<file path="src/rtl/mem_access_stage.sv">
// MEM pipeline stage: big-endian data-bus access (req/ack), load extension, and
// write-back/HI-LO forwarding. Optional bus watchdog enabled by `define MEM_TIMEOUT_EN.
//
// state  | meaning
// IDLE   | no transfer pending; pass-through, or request issued for an aligned memory op
// BUSY   | request held, waiting for dbus_ack (pipeline stalled)
// DONE   | transfer complete for one cycle; load data or error presented to MEM/WB
module mem_access_stage #(
   parameter int ALUOP_W        = 8,
   parameter int TIMEOUT_CYCLES = 16
) (
   input  logic               clk,
   input  logic               rst,
   input  logic [ALUOP_W-1:0] alu_op_i,
   input  logic               wrn_i,
   input  logic [4:0]         wrAddr_i,
   input  logic [31:0]        result_i,
   input  logic [31:0]        mem_addr_i,
   input  logic [31:0]        mem_data_i,
   input  logic               wrn_HILO_i,
   input  logic [31:0]        wrData_HI_i,
   input  logic [31:0]        wrData_LO_i,
   input  logic [31:0]        dbus_rdata,
   input  logic               dbus_ack,
   output logic               dbus_req,
   output logic               dbus_we,
   output logic [31:0]        dbus_addr,
   output logic [3:0]         dbus_be,
   output logic [31:0]        dbus_wdata,
   output logic               stall_req,
   output logic               wrn_o,
   output logic [4:0]         wrAddr_o,
   output logic [31:0]        wrData_o,
   output logic               wrn_HILO_o,
   output logic [31:0]        wrData_HI_o,
   output logic [31:0]        wrData_LO_o,
   output logic               addr_err_o,
   output logic               bus_err_o
);

   localparam logic [ALUOP_W-1:0] OP_LB  = ALUOP_W'(8'b1110_0000);
   localparam logic [ALUOP_W-1:0] OP_LBU = ALUOP_W'(8'b1110_0100);
   localparam logic [ALUOP_W-1:0] OP_LH  = ALUOP_W'(8'b1110_0001);
   localparam logic [ALUOP_W-1:0] OP_LHU = ALUOP_W'(8'b1110_0101);
   localparam logic [ALUOP_W-1:0] OP_LW  = ALUOP_W'(8'b1110_0011);
   localparam logic [ALUOP_W-1:0] OP_SB  = ALUOP_W'(8'b1110_1000);
   localparam logic [ALUOP_W-1:0] OP_SH  = ALUOP_W'(8'b1110_1001);
   localparam logic [ALUOP_W-1:0] OP_SW  = ALUOP_W'(8'b1110_1011);

   if (TIMEOUT_CYCLES < 2) begin : g_param_check
      $error("mem_access_stage: TIMEOUT_CYCLES must be at least 2");
   end

   typedef enum logic [1:0] {S_IDLE, S_BUSY, S_DONE} state_t;

   state_t      state_q, state_d;
   logic [31:0] rdata_q, rdata_d;

`ifdef MEM_TIMEOUT_EN
   localparam int CNT_W = $clog2(TIMEOUT_CYCLES) + 1;
   localparam logic [CNT_W-1:0] CNT_LAST = CNT_W'(TIMEOUT_CYCLES - 1);
   logic [CNT_W-1:0] cnt_q, cnt_d;
   logic             err_q, err_d;
`endif

   logic        is_byte, is_half, is_word, is_load, is_store, is_mem, is_signed;
   logic        misalign;
   logic [3:0]  be_c;
   logic [31:0] wdata_c;
   logic [7:0]  ld_byte;
   logic [15:0] ld_half;
   logic [31:0] ld_ext;

   always_comb begin
      is_byte   = (alu_op_i == OP_LB) || (alu_op_i == OP_LBU) || (alu_op_i == OP_SB);
      is_half   = (alu_op_i == OP_LH) || (alu_op_i == OP_LHU) || (alu_op_i == OP_SH);
      is_word   = (alu_op_i == OP_LW) || (alu_op_i == OP_SW);
      is_store  = (alu_op_i == OP_SB) || (alu_op_i == OP_SH) || (alu_op_i == OP_SW);
      is_load   = (is_byte || is_half || is_word) && !is_store;
      is_mem    = is_load || is_store;
      is_signed = (alu_op_i == OP_LB) || (alu_op_i == OP_LH);
      misalign  = (is_half && mem_addr_i[0]) || (is_word && (mem_addr_i[1:0] != 2'b00));
   end

   // Big-endian lanes: offset 0 is the most significant byte.
   always_comb begin
      be_c    = 4'b1111;
      wdata_c = mem_data_i;
      if (is_byte) begin
         be_c    = 4'b1000 >> mem_addr_i[1:0];
         wdata_c = {4{mem_data_i[7:0]}};
      end else if (is_half) begin
         be_c    = mem_addr_i[1] ? 4'b0011 : 4'b1100;
         wdata_c = {2{mem_data_i[15:0]}};
      end
   end

   always_comb begin
      case (mem_addr_i[1:0])
         2'b00:   ld_byte = rdata_q[31:24];
         2'b01:   ld_byte = rdata_q[23:16];
         2'b10:   ld_byte = rdata_q[15:8];
         default: ld_byte = rdata_q[7:0];
      endcase
      ld_half = mem_addr_i[1] ? rdata_q[15:0] : rdata_q[31:16];
      if (is_byte)
         ld_ext = {{24{is_signed & ld_byte[7]}}, ld_byte};
      else if (is_half)
         ld_ext = {{16{is_signed & ld_half[15]}}, ld_half};
      else
         ld_ext = rdata_q;
   end

   logic        req_c, we_c, stall_c, wrn_c, hilo_c, addr_err_c;
   logic [31:0] addr_c, bus_wdata_c, wrdata_c;
   logic [3:0]  bus_be_c;

   always_comb begin
      state_d     = state_q;
      rdata_d     = rdata_q;
`ifdef MEM_TIMEOUT_EN
      cnt_d       = cnt_q;
      err_d       = 1'b0;
`endif
      req_c       = 1'b0;
      we_c        = 1'b0;
      addr_c      = 32'h0;
      bus_be_c    = 4'h0;
      bus_wdata_c = 32'h0;
      stall_c     = 1'b0;
      wrn_c       = wrn_i;
      hilo_c      = wrn_HILO_i;
      wrdata_c    = result_i;
      addr_err_c  = 1'b0;

      case (state_q)
         S_IDLE: begin
            if (is_mem && misalign) begin
               addr_err_c = 1'b1;
               wrn_c      = 1'b0;
            end else if (is_mem) begin
               req_c   = 1'b1;
               stall_c = 1'b1;
               if (dbus_ack) begin
                  state_d = S_DONE;
                  rdata_d = dbus_rdata;
               end else begin
                  state_d = S_BUSY;
`ifdef MEM_TIMEOUT_EN
                  cnt_d   = '0;
`endif
               end
            end
         end
         S_BUSY: begin
            req_c   = 1'b1;
            stall_c = 1'b1;
            if (dbus_ack) begin
               state_d = S_DONE;
               rdata_d = dbus_rdata;
            end
`ifdef MEM_TIMEOUT_EN
            else if (cnt_q == CNT_LAST) begin
               state_d = S_DONE;
               rdata_d = 32'h0;
               err_d   = 1'b1;
            end else begin
               cnt_d = cnt_q + 1'b1;
            end
`endif
         end
         S_DONE: begin
            state_d = S_IDLE;
            if (is_load)
               wrdata_c = ld_ext;
`ifdef MEM_TIMEOUT_EN
            if (err_q)
               wrn_c = 1'b0;
`endif
         end
         default: state_d = S_IDLE;
      endcase

      if (req_c) begin
         we_c        = is_store;
         addr_c      = {mem_addr_i[31:2], 2'b00};
         bus_be_c    = be_c;
         bus_wdata_c = wdata_c;
      end

      // Stalled instructions must not commit until DONE.
      if (stall_c) begin
         wrn_c  = 1'b0;
         hilo_c = 1'b0;
      end
   end

   always_ff @(posedge clk or negedge rst) begin
      if (!rst) begin
         state_q <= S_IDLE;
         rdata_q <= 32'h0;
`ifdef MEM_TIMEOUT_EN
         cnt_q   <= '0;
         err_q   <= 1'b0;
`endif
      end else begin
         state_q <= state_d;
         rdata_q <= rdata_d;
`ifdef MEM_TIMEOUT_EN
         cnt_q   <= cnt_d;
         err_q   <= err_d;
`endif
      end
   end

   // Outputs are forced low for as long as reset is asserted, not just at the edge.
   assign dbus_req    = rst & req_c;
   assign dbus_we     = rst & we_c;
   assign dbus_addr   = {32{rst}} & addr_c;
   assign dbus_be     = {4{rst}} & bus_be_c;
   assign dbus_wdata  = {32{rst}} & bus_wdata_c;
   assign stall_req   = rst & stall_c;
   assign wrn_o       = rst & wrn_c;
   assign wrAddr_o    = {5{rst}} & wrAddr_i;
   assign wrData_o    = {32{rst}} & wrdata_c;
   assign wrn_HILO_o  = rst & hilo_c;
   assign wrData_HI_o = {32{rst}} & wrData_HI_i;
   assign wrData_LO_o = {32{rst}} & wrData_LO_i;
   assign addr_err_o  = rst & addr_err_c;
`ifdef MEM_TIMEOUT_EN
   assign bus_err_o   = rst & err_q;
`else
   assign bus_err_o   = 1'b0;
`endif

endmodule

</file>
<file path="config.mk">
export PLATFORM = sky130hd
export DESIGN_NAME = mem_access_stage
export DESIGN_NICKNAME = d
export VERILOG_FILES = /design/src/rtl/mem_access_stage.sv
export SDC_FILE = /design/constraint.sdc
export NUM_CORES = 1
export LEC_CHECK = 0
export ABC_CLOCK_PERIOD_IN_PS = 4800
export BUFFER_PORTS_ARGS = -buffer_cell sky130_fd_sc_hd__buf_2
export CAP_MARGIN = 20
export CORE_AREA = 4 4 149 151
export CTS_BUF_LIST = sky130_fd_sc_hd__clkbuf_2 sky130_fd_sc_hd__clkbuf_4 sky130_fd_sc_hd__clkbuf_8
export DETAILED_ROUTE_END_ITERATION = 10
export DIE_AREA = 0 0 153 155
export HOLD_SLACK_MARGIN = 0.03
export MAX_ROUTING_LAYER = met4
export PLACE_DENSITY_LB_ADDON = 0.12
export SLEW_MARGIN = 10
export SYNTH_ARGS = -nofsm -noshare
export SYNTH_HDL_FRONTEND = slang
export SYNTH_SLANG_ARGS = --single-unit
</file>
<file path="constraint.sdc">
create_clock -name clk -period 4.8 [get_ports clk]
set_input_delay 0.48 -clock clk [delete_from_list [all_inputs] [get_ports clk]]
set_output_delay 0.48 -clock clk [all_outputs]
set_load 0.05 [all_outputs]
</file>
; After elaboration in Yosys (flattened, before gate mapping)
; Index checks and enable logic that the tools add are counted.
; W data, S select, Z words.
[op_classes]
n_reduce_logical = 23
n_eq_ne = 15
shift = 1
bitwise = 14
mux = 33
[ops]
columns = operator, count
row1 = $mux W32, 11
row2 = $and A32 B32 Y32, 5
row3 = $eq A8 B8 Y1 const B, 8
row4 = $pmux W32 S2, 1
row5 = $pmux W8 S3, 1
row6 = $mux W16, 1
row7 = $mux W4, 4
row8 = $logic_or A1 B1 Y1, 12
row9 = $mux W1, 9
row10 = $mux W2, 4
row11 = $and A1 B1 Y1, 7
row12 = $ne A2 B2 Y1 const B, 3
row13 = $reduce_and A3 Y1, 2
row14 = $and A5 B5 Y5, 1
row15 = $and A4 B4 Y4, 1
row16 = $eq A2 B1 Y1 const B, 2
row17 = $eq A2 B2 Y1 const B, 2
row18 = $logic_and A1 B1 Y1, 4
row19 = $logic_not A2 Y1, 2
row20 = $pmux W2 S2, 1
row21 = $reduce_bool A2 Y1, 2
row22 = $shr A4 B2 Y4 const A, 1
row23 = $pmux W1 S2, 1
row24 = $logic_not A1 Y1, 1
[totals]
wordCells = 88
reg_bits = 34
inputBits = 210
output_inout_bits = 176

; Logic depth before layout (Yosys ltp)
; Gate-level depths: netlist of the first run.
[logic_depth]
word_depth = 12
ltp_mapped = 7
depth_no_buf = 5

; Least setup slack after synthesis of the first run
; OpenSTA, ideal clock, no wires.
[synth_timing]
kind = input port to output port
from = in alu_op_i[2]
to = out dbus_wdata[27]
required_time_ns = 4.320
setup_slack_ns = 1.628
t_arrival_ns = 2.692
n_path_buf = 3
stages = 7
cell_sequence = clkbuf_1 > a21o_1 > buf_2 > nor2_2 > buf_2 > nor2_1 > a211oi_1
[synth_between]
elab_chain_len = 12
word_cells_on_any_way = 31
cone_classes = eq/ne: 8 / mux: 6 / bitwise: 1 / reduce/logical: 16
[synth_rtl]
columns = item, line
row1 = from (decl), 14  ; input logic [ALUOP_W-1:0] alu_op_i,
row2 = "$eq A8 B8 Y1, on equally long branches", "75, 76"
row3 = "$logic_or A1 B1 Y1, on equally long branches (2 in a row)", "75, 76"
row4 = $logic_or A1 B1 Y1 (2 in a row), 79  ; is_load = (is_byte || is_half || is_word) && !is_store;
row5 = $logic_and A1 B1 Y1, 79
row6 = $logic_or A1 B1 Y1, 80  ; is_mem = is_load || is_store;
row7 = $mux W1 / $logic_and A1 B1 Y1 (equally long branches), "141, 138"
row8 = $mux W1, 138  ; if (is_mem && misalign) begin
row9 = $pmux W1 S2, 136  ; case (state_q)
row10 = $mux W32 (*), 184  ; if (req_c) begin
row11 = $and A32 B32 Y32 (*), 221  ; assign dbus_wdata = {32{rst}} & bus_wdata_c;
row12 = to (decl), 29  ; output logic [31:0] dbus_wdata,
; Every way passes the cells marked *; elsewhere a longest branch is shown, timed or not.

; Worst setup path in the final report of the first run
[layout_timing]
from = in alu_op_i[0]
to = out dbus_be[2]
[layout_between]
elab_chain_len = 12
word_cells_on_any_way = 31
cone_classes = eq/ne: 8 / mux: 6 / bitwise: 1 / reduce/logical: 16
[layout_rtl]
columns = item, line
row1 = "$eq A8 B8 Y1, on equally long branches", "75, 76"
row2 = "$logic_or A1 B1 Y1, on equally long branches (2 in a row)", "75, 76"
row3 = $logic_or A1 B1 Y1 (2 in a row), 79
row4 = $logic_and A1 B1 Y1, 79
row5 = $logic_or A1 B1 Y1, 80
row6 = $mux W1 / $logic_and A1 B1 Y1 (equally long branches), "141, 138"
row7 = $mux W1, 138
row8 = $pmux W1 S2, 136
row9 = $mux W4 (*), 184
row10 = $and A4 B4 Y4 (*), 220  ; assign dbus_be = {4{rst}} & bus_be_c;
row11 = to (decl), 28  ; output logic [3:0] dbus_be,
; Marks and branches as above.

==> flow_summary.yaml, run 1 <==
outcome:
  run_status: "complete, no violations"
clocking:
  clockBufferDepth: 2
  cts_setup_buffers: 0
  cts_resized: 0
  clk-insertion-delay-late_ns: 0.28
  clk_pin_slew_ns: 0.08
  cts_tree: "done"
  postCtsHoldBufs: 0
  cts_buffers: 5
  cts_num_sinks: 34
  htreeDepth: 2
  root_buffer: "clkbuf_8"
synth:
  synth-xor-area-share_pct: 0
  synthSimpleGateAreaFrac_pct: 37.0
  yosysMostFrequentCell: "and2_1"
  synth_area_leaders: "dfrtp_1 (22%), and2_1 (18%), mux2_2 (8.5%)"
  async_reset_ff_share_pct: 100
  netlist_instances: 513
  synthAdderAreaFrac_pct: 0
  ys_warn_count: 0
  synth_common_cells: "and2_1 (110), nand2_1 (47), o21ai_0 (36)"
  ys_seq_elements: 34
  synth_top_family_by_area: "simple AND/OR/NAND/NOR gates"
  yosys.area.top_type: "dfrtp_1"
  synth_edf_count: 0
  synthFlopType: "dfrtp_1"
  netlist.area_leader.share_pct: 22.1
  syn_area_sq_mm: 0.00384
  synthMuxAreaShare_pct: 15.9
  seq_area_frac_synth_pct: 22.1
  synth-compound-area-share_pct: 17.7
  syn_avg_cell_area_sq_um: 7.49
  ys_types: 48
pwr:
  ir_worst_vdd_mv: 0.0979
  p_leak_nw: 3.38
  p_per_area_mw_per_mm2: 220
sta:
  clock_skew_ns: 0.00519
  setup_viol: 0
  finalMaxSlewViolations: 0
  tns_ns: 0
  hold_violations: 0
  min_period_ns: 3.50
  hold_ws_ns: 0.0964
  period_share_pct: 72.9
  max-slew-margin-rel_pct: 45.9
  tightest_slew_ns: 0.811
  fmax_ghz: 0.286
  rsz0062_at_grt: "no"
cells_and_area:
  layout-drive-gt1-share_pct: 51.0
  fillCellCount: 2394
  fin_area_sq_mm: 0.00606
  finish.utilization_pct: 29.1
  nNetsFinal: 1071
  area_delta_synth_final_pct: 57.7
worst_setup_path:
  critical_path_class: "in -> out"
  crit_start: "alu_op_i[0]"
  r2r_end: "rdata_q[17]$_DFFE_PN0P_"
  r2r_slack_ns: 2.84
  critPathMaxFanout: 41
  r2r_start: "state_q[0]$_DFFE_PN0P_"
  start_kind: "primary input"
  setup.worst_path.end: "dbus_be[2]"
  arrival_ns: 3.02
  cp_common_cell: "buf_2"
  slowest_delay_ns: 0.63
  crit_buf_inv: 4
  r2r.worst_path.cells: 3
  worst_setup_path_end_kind: "primary output"
  critPathSlowestCell: "inv_1"
  path_cells: "buf_2 > nand2b_1 > o2111a_1 > o21ai_2 > buf_4 > inv_1 > and2_1 > buf_2"
  crit_cells: 8
  worstPathRequired_ns: 4.32
  cp_top_family: "buffers and inverters"
die:
  core_region_area_sq_mm: 0.0208
  die_h_um: 155
  die_w_um: 153
  die-area_sq_mm: 0.0237
  initial_core_util_pct: 18.5
  num_io_pins: 386
  row_count: 53
detailed_routing:
  drt-initial-drc-count: 212
  wl_um: 22200
  via_per_inst: 4.35
  drc: 0
  vias: 4963
  drt_first_pass_iters: 4
  wl_per_cell_um: 19.5
  postRouteAntennaNets: 0
job:
  drv_cap: 0
placement:
  gp_congestion: 0.981
  port_buffers: 382
  placed_area_sq_mm: 0.00596
  place_hpwl_um: 18200
global_routing:
  grt_antenna_before_repair: 4
  grt_max_degree: 83
  gr-total-overflow: 0
  first_global_vias: 5047
  grt_usage_pct: 18.1
  grt_first_pass_wirelength_um: 32300
hold_path:
  hold_class: "in -> async"
## logic make-up after synthesis
| family | count (synthesis) |
|---|---|
| AO/OA/AOI/OAI | 108 |
| buffers and inverters | 62 |
| flip-flops | 34 |
| multiplexers | 49 |
| other | 1 |
| AND/OR/NAND/NOR | 259 |
## layout by cell type, fill, tap and decap left out, drive strengths merged, types with 2 or more instances in the layout
cell type	Yosys	layout
o21ai	38	38
a21oi	33	33
a211oi	8	8
nand4	2	2
and4b	2	2
nand2	47	47
nand3	17	17
nor3	4	4
diode	0	3
nand2b	10	10
inv	10	10
a21o	2	2
conb	1	3
a31o	8	8
and3	8	8
and2	110	110
mux2i	11	11
dfrtp	34	34
o41ai	4	4
o2111a	2	2
mux2	32	32
nor4	8	8
nor3b	3	3
clkbuf	26	7
nor2b	10	10
a221oi	4	4
mux4	6	6
o211a	2	2
buf	26	391
nor2	34	34
nand4b	2	2
## per-layer routing
| metal | GRT usage, % | share of wire (%) | up-vias |
|---|---|---|---|
| met3 | 4.26 | 7.8 | 14 |
| met4 | 2.80 | 1.4 | 0 |
| met2 | 32.4 | 52 | 214 |
| met5 | - | 0 | - |
| li1 | - | - | 2470 |
| met1 | 21.2 | 39 | 2265 |
## stage by stage
step | std cells | setup slack, ns | power [mW]
floorplan | 515 | 1.63 | 0.868
global placement | 1129 | 1.34 | 1.11
detailed placement | 1129 | 1.26 | 1.12
CTS | 1137 | 1.27 | 1.37
global route | 1140 | 0.997 | 1.43
finish | 1140 | 1.30 | 1.33
## report_power, final
group,internal [mW],switching (mW)
logic,0.255,0.375
registers,0.367,0.102
clock network,0.122,0.113
total,0.744,0.589
## sequential cells by signal, indices dropped and copies added (netlist names)
signal,flops
state_q,2
rdata_q,32
## worst min-delay path by stage
stage                     from                       to  cells after the start
after global routing       rst  rdata_q[24]$_DFFE_PN0P_                      1
final                      rst  rdata_q[24]$_DFFE_PN0P_                      1
after global placement     rst  rdata_q[24]$_DFFE_PN0P_                      1
after CTS                  rst  rdata_q[12]$_DFFE_PN0P_                      1
after floorplan            rst   rdata_q[0]$_DFFE_PN0P_                      0
after detailed placement   rst  rdata_q[24]$_DFFE_PN0P_                      1
## area by class of cell
cell class | count | area (sq um) | share of cell area (%)
Clock buffer | 7 | 90.1 | 1.49
Tap cell | 275 | 344 | 5.68
Inverter | 10 | 37.5 | 0.619
Antenna cell | 3 | 7.51 | 0.124
Timing Repair Buffer | 391 | 1980 | 32.7
Sequential cell | 34 | 851 | 14.0
Clock inverter | 1 | 5.00 | 0.0826
Multi-Input combinational cell | 419 | 2740 | 45.3
(Power assumes the default switching activity.)
==> run 2: changes to the inputs <==
Settings changed: ABC_AREA from default to 1, ABC_CLOCK_PERIOD_IN_PS 4800 to 3000, CORE_AREA 4 4 149 151 to 4 4 146 148, DIE_AREA 0 0 153 155 to 0 0 150 152.
Clock period 4.8 ns to 3 ns, I/O delays scaled along.
==> run 2 against run 1 <==
- power is 67% higher
- synthesized cell count is 47% higher
- setup slack worse by 0.91 ns
- clock power increased by 49%
- non-clock buffer count rose by 6
- largest cell class unchanged
- largest power group unchanged
- clock-buffer cell count is 2 lower
- critical path depth decreased by 2
==> flow_summary.yaml, run 2 <==
hold_path:
  hold_class: "in -> reg"
  hold_depth: 3
worst_setup_path:
  crit_cells: 6
  crit_buf_inv: 5
  start_kind: "primary input"
  critical_path_class: "in -> out"
  arrival_ns: 2.31
  cp_top_family: "buffers and inverters"
  slowest_delay_ns: 0.52
  critPathSlowestCell: "dlygate4sd3_1"
  r2r.worst_path.cells: 5
  cp_common_cell: "buf_4"
  worstPathRequired_ns: 2.70
  path_cells: "dlygate4sd3_1 > buf_4 > clkinv_1 > buf_4 > a21oi_1 > buf_2"
  worst_setup_path_end_kind: "primary output"
  critPathMaxFanout: 19
outcome:
  run_status: "complete, no violations"
detailed_routing:
  drt_first_pass_iters: 4
  postRouteAntennaNets: 0
  via_per_inst: 4.20
  wl_um: 21900
  drc: 0
  vias: 5815
  drt-initial-drc-count: 412
  wl_per_cell_um: 15.8
synth:
  syn_avg_cell_area_sq_um: 5.40
  ys_warn_count: 0
  ys_types: 34
  synth_area_leaders: "nand2_1 (25%), dfrtp_1 (21%), inv_1 (13%)"
  synth_common_cells: "nand2_1 (270), inv_1 (138), nor2_1 (72)"
  async_reset_ff_share_pct: 100
  ys_seq_elements: 34
  yosysMostFrequentCell: "nand2_1"
  yosys.area.top_type: "nand2_1"
  seq_area_frac_synth_pct: 20.9
  syn_area_sq_mm: 0.00406
  synth_edf_count: 0
  synthFlopType: "dfrtp_1"
  netlist.area_leader.share_pct: 24.9
  netlist_instances: 753
pwr:
  ir_worst_vdd_mv: 0.208
  power_switching_mw: 1.07
  p_leak_nw: 4.37
  netSwitchingFraction_pct: 48.1
  p_seq_share_pct: 35.1
  p_per_area_mw_per_mm2: 349
  combinationalPowerShare_pct: 49.1
  internal-power_mw: 1.15
  clkPwrFrac_pct: 15.8
sta:
  rsz0062_at_grt: "no"
  fmax_ghz: 0.383
  period_share_pct: 87.0
  max-slew-margin-rel_pct: 56.3
  finalMaxSlewViolations: 0
  setup_viol: 0
  tns_ns: 0
  hold_violations: 0
  min_period_ns: 2.61
  clock_skew_ns: 0.00579
  hold_ws_ns: 0.191
  tightest_slew_ns: 0.655
die:
  die_w_um: 150
  num_io_pins: 386
  initial_core_util_pct: 20.3
  die_h_um: 152
  die-area_sq_mm: 0.0228
  row_count: 52
  core_region_area_sq_mm: 0.0200
clocking:
  cts_num_sinks: 34
  root_buffer: "clkbuf_8"
  clk_pin_slew_ns: 0.08
  cts_buffers: 5
  cts_tree: "done"
  clk-insertion-delay-late_ns: 0.29
  postCtsHoldBufs: 1
  cts_resized: 0
  clockBufferDepth: 2
  cts_setup_buffers: 0
  htreeDepth: 2
placement:
  place_hpwl_um: 18100
  dp_cells: 1375
  placed_area_sq_mm: 0.00626
  port_buffers: 382
  gp_congestion: 0.899
global_routing:
  first_global_vias: 5679
  grt_first_pass_wirelength_um: 32400
  gr-total-overflow: 0
  grt_antenna_before_repair: 3
  grt_max_degree: 69
  grt_usage_pct: 18.5
cells_and_area:
  nNetsFinal: 1323
  largest_reg_flops: 32
  top_register: "rdata_q"
  area_delta_synth_final_pct: 56.7
  fillCellCount: 2353
  final_common_cell: "buf_2"
  stdcell_count: 1386
  layout-drive-gt1-share_pct: 40.3
  top_regs: "rdata_q x32, state_q x2"
  layout_common_cells: "buf_2 (376), nand2_1 (270), inv_1 (138)"
  fin_area_sq_mm: 0.00637
job:
  drv_cap: 0
-- run 2: changes by cell type after synthesis, moves of 15 or more --
cell / before / now
nor2_1: 33 / 72
nand2_1: 47 / 270
o21ai_0: 36 / 21
and2_1: 110 / 0
mux2_2: 29 / 0
inv_1: 10 / 138
a21oi_1: 33 / 61
-- run 2: power by group through the flow --
stage                     Sequential (mW)  Clock, mW  Combinational (mW)
final                               0.780      0.350                1.09
after detailed placement            0.788          0                1.10
after global placement              0.788          0                1.09
after CTS                           0.780      0.363                1.10
after global routing                0.799      0.386                1.21
after floorplan                     0.712          0               0.766
-- run 2: kinds of logic (layout without fill, tap and decap cells) --
group,after synthesis,count (layout),share of synthesized area [%]
simple gates,421,421,44.5
buf+inv,192,551,20.0
compound gates,105,105,14.4
flops,34,34,20.9
other cells,1,5,0.0923
-- run 2: final cells by class --
type / instances / area (sq um) / share of cell area (%)
clock inverter: 3 / 21.3 / 0.334
inverter: 146 / 548 / 8.61
sequential: 34 / 851 / 13.4
clock buffer: 5 / 68.8 / 1.08
multi-input combinational: 529 / 2400 / 37.8
antenna: 2 / 5.00 / 0.0786
tap: 270 / 338 / 5.31
timing repair buffer: 397 / 2130 / 33.5
-- run 2: worst register-to-register path, cell delays in order, from the launching register on --
cell,delay [ns]
dfrtp_1,0.37
nor2_1,0.08
a21oi_2,0.22
nand3_2,0.11
inv_2,0.50
o21ai_0,0.17
-- run 2: metrics by stage --
step	util, %	power [mW]	worst slack (ns)
after floorplan	-	1.48	0.591
after global placement	31.2	1.88	0.461
after detailed placement	31.2	1.89	0.462
after CTS	31.7	2.25	0.378
after global routing	31.8	2.39	0.286
final	31.8	2.22	0.390
-- run 2: routing by layer --
metal | vias to the layer above | track usage [%] | wire (um)
met5 | - | - | 0
li1 | 2986 | - | -
met4 | 0 | 5.49 | 524
met2 | 229 | 32.7 | 11000
met3 | 31 | 2.56 | 1390
met1 | 2569 | 21.5 | 8980
-- run 2: final timing paths --
| kind | start | endpoint | slack (ns) |
|---|---|---|---|
| setup / recovery | rst | wrData_o[30] | 0.39 |
| hold / removal | dbus_rdata[27] | rdata_q[27]$_DFFE_PN0P_ | 0.19 |
| setup reg to reg | state_q[0]$_DFFE_PN0P_ | rdata_q[15]$_DFFE_PN0P_ | 1.40 |
| hold reg to reg | rdata_q[0]$_DFFE_PN0P_ | rdata_q[0]$_DFFE_PN0P_ | 0.53 |
| max in group asynchronous | rst | rdata_q[15]$_DFFE_PN0P_ | 2.05 |
| min in group asynchronous | rst | rdata_q[27]$_DFFE_PN0P_ | 0.38 |
==> run 3: changes to the inputs <==
Settings changed: PLACE_DENSITY from default to 0.63, PLACE_DENSITY_LB_ADDON 0.12 to default.
==> run 3 against run 2 <==
- design area down 0.75%
- sequential cell count unchanged
- critical path depth up 4
- clock skew up 0.0020 ns
- clock-buffer cell count unchanged
- wire length down 1.7%
- power up 2.4%
- via count up 1.8%
- clock power about the same
- sequential power up 2%
- largest cell class unchanged
==> flow_summary.yaml, run 3 (synthesis gave the netlist of run 2 again) <==
outcome:
  run_status: "complete, no violations"
die:
  initial_core_util_pct: 20.3
  num_io_pins: 386
  die_h_um: 152
  core_region_area_sq_mm: 0.0200
  die-area_sq_mm: 0.0228
  die_w_um: 150
  row_count: 52
detailed_routing:
  postRouteAntennaNets: 0
  vias: 5922
  drc: 0
  drt_first_pass_iters: 5
  drt-initial-drc-count: 503
  wl_um: 21500
  wl_per_cell_um: 15.5
  via_per_inst: 4.28
job:
  drv_cap: 0
worst_setup_path:
  path_cells: "buf_2 > inv_1 > nand2_1 > nor2_4 > nand2_4 > inv_2 > nand2_1 > nand4_1 > a21oi_1 > buf_2"
  cp_top_family: "simple AND/OR/NAND/NOR gates"
  crit_start: "alu_op_i[4]"
  critPathMaxFanout: 22
  worstPathRequired_ns: 2.70
  critical_path_class: "in -> out"
  crit_buf_inv: 4
  arrival_ns: 2.26
  r2r_start: "state_q[0]$_DFFE_PN0P_"
  start_kind: "primary input"
  critPathSlowestCell: "nand2_1"
  worst_setup_path_end_kind: "primary output"
  slowest_delay_ns: 0.48
cells_and_area:
  top_register: "rdata_q"
  final_common_cell: "buf_2"
  largest_reg_flops: 32
  layout_common_cells: "buf_2 (378), nand2_1 (270), inv_1 (138)"
  fillCellCount: 2261
  layout-drive-gt1-share_pct: 40.2
  multi_input_area_sq_mm: 0.00240
  nNetsFinal: 1321
  top_regs: "rdata_q x32, state_q x2"
  seq_area_sq_um: 851
  area_delta_synth_final_pct: 55.5
global_routing:
  grt_antenna_before_repair: 1
  grt_max_degree: 71
  gr-total-overflow: 0
  grt_usage_pct: 17.9
  grt_first_pass_wirelength_um: 31500
  first_global_vias: 5527
pwr:
  clkPwrFrac_pct: 15.3
  ir_worst_vdd_mv: 0.251
  internal-power_mw: 1.15
  p_seq_share_pct: 35.0
  netSwitchingFraction_pct: 49.4
  p_leak_nw: 4.36
  power_switching_mw: 1.12
  total_power_mw: 2.27
  p_per_area_mw_per_mm2: 360
  combinationalPowerShare_pct: 49.7
clocking:
  clk-insertion-delay-late_ns: 0.29
  root_buffer: "clkbuf_8"
  clockBufferDepth: 2
  cts_tree: "done"
  cts_resized: 0
  htreeDepth: 2
  clk_pin_slew_ns: 0.08
  cts_buffers: 5
  cts_num_sinks: 34
sta:
  min_period_ns: 2.56
  clock_skew_ns: 0.00783
  tns_ns: 0
  period_share_pct: 85.3
  setup_viol: 0
  rsz0062_at_grt: "no"
  tightest_slew_ns: 0.707
  hold_violations: 0
  finalMaxSlewViolations: 0
  fmax_ghz: 0.391
  max-slew-margin-rel_pct: 52.8
placement:
  place_hpwl_um: 18000
  port_buffers: 382
  gp_congestion: 0.928
hold_path:
  min-delay-start: "dbus_ack"
  hold_class: "in -> reg"
[run 3: final cells by class]
cell class,count,share of cell area (%)
multi-input combinational,529,38.1
clock inverter,3,0.337
sequential,34,13.5
timing repair buffer,395,33.0
tap,270,5.35
clock buffer,5,1.09
antenna,1,0.0396
inverter,146,8.67
[run 3: worst paths after layout]
kind	cells past startpoint	end	slack, ns
setup / recovery	10	wrData_o[18]	0.44
hold / removal	2	state_q[0]$_DFFE_PN0P_	0.19
setup reg to reg	6	rdata_q[15]$_DFFE_PN0P_	1.37
hold reg to reg	2	rdata_q[11]$_DFFE_PN0P_	0.52
max in group asynchronous	4	rdata_q[29]$_DFFE_PN0P_	1.67
min in group asynchronous	2	rdata_q[30]$_DFFE_PN0P_	0.46
[run 3: timing repair]
item	CTS	global route
endpoints found under the hold margin	5	0
hold buffers	1	0
setup buffers	0	0
[run 3: worst reg2reg max path: stages (launching register included)]
cell and delay [ns]:
dfrtp_1 0.38, nor2_1 0.08, a21oi_2 0.22, nand3_2 0.11, inv_2 0.43, nand2_1 0.21
o21ai_0 0.11
[run 3: stage by stage]
step	hold WS, ns	setup WS (ns)	instance area [sq um]	util (%)	cells
finish	0.194	0.441	6320	31.5	1383
global route	0.193	0.241	6320	31.5	1383
CTS	0.190	0.416	6320	31.5	1382
detailed placement	0.239	0.413	6220	31.0	1373
global placement	0.248	0.432	6220	31.0	1373
floorplan	0.00441	0.591	4070	-	755
[run 3: power by group through the flow]
stage	logic, mW	registers (mW)	clock network (mW)
global route	1.24	0.813	0.379
finish	1.13	0.796	0.348
CTS	1.14	0.787	0.354
detailed placement	1.13	0.795	0
floorplan	0.766	0.712	0
global placement	1.13	0.793	0
[run 3: layer usage]
layer / vias to the layer above / track usage, % / routed length [um]
li1: 2987 / - / -
met3: 25 / 3.54 / 1910
met4: 0 / 2.70 / 234
met1: 2643 / 23.0 / 9250
met5: - / - / 0
met2: 267 / 29.7 / 10100
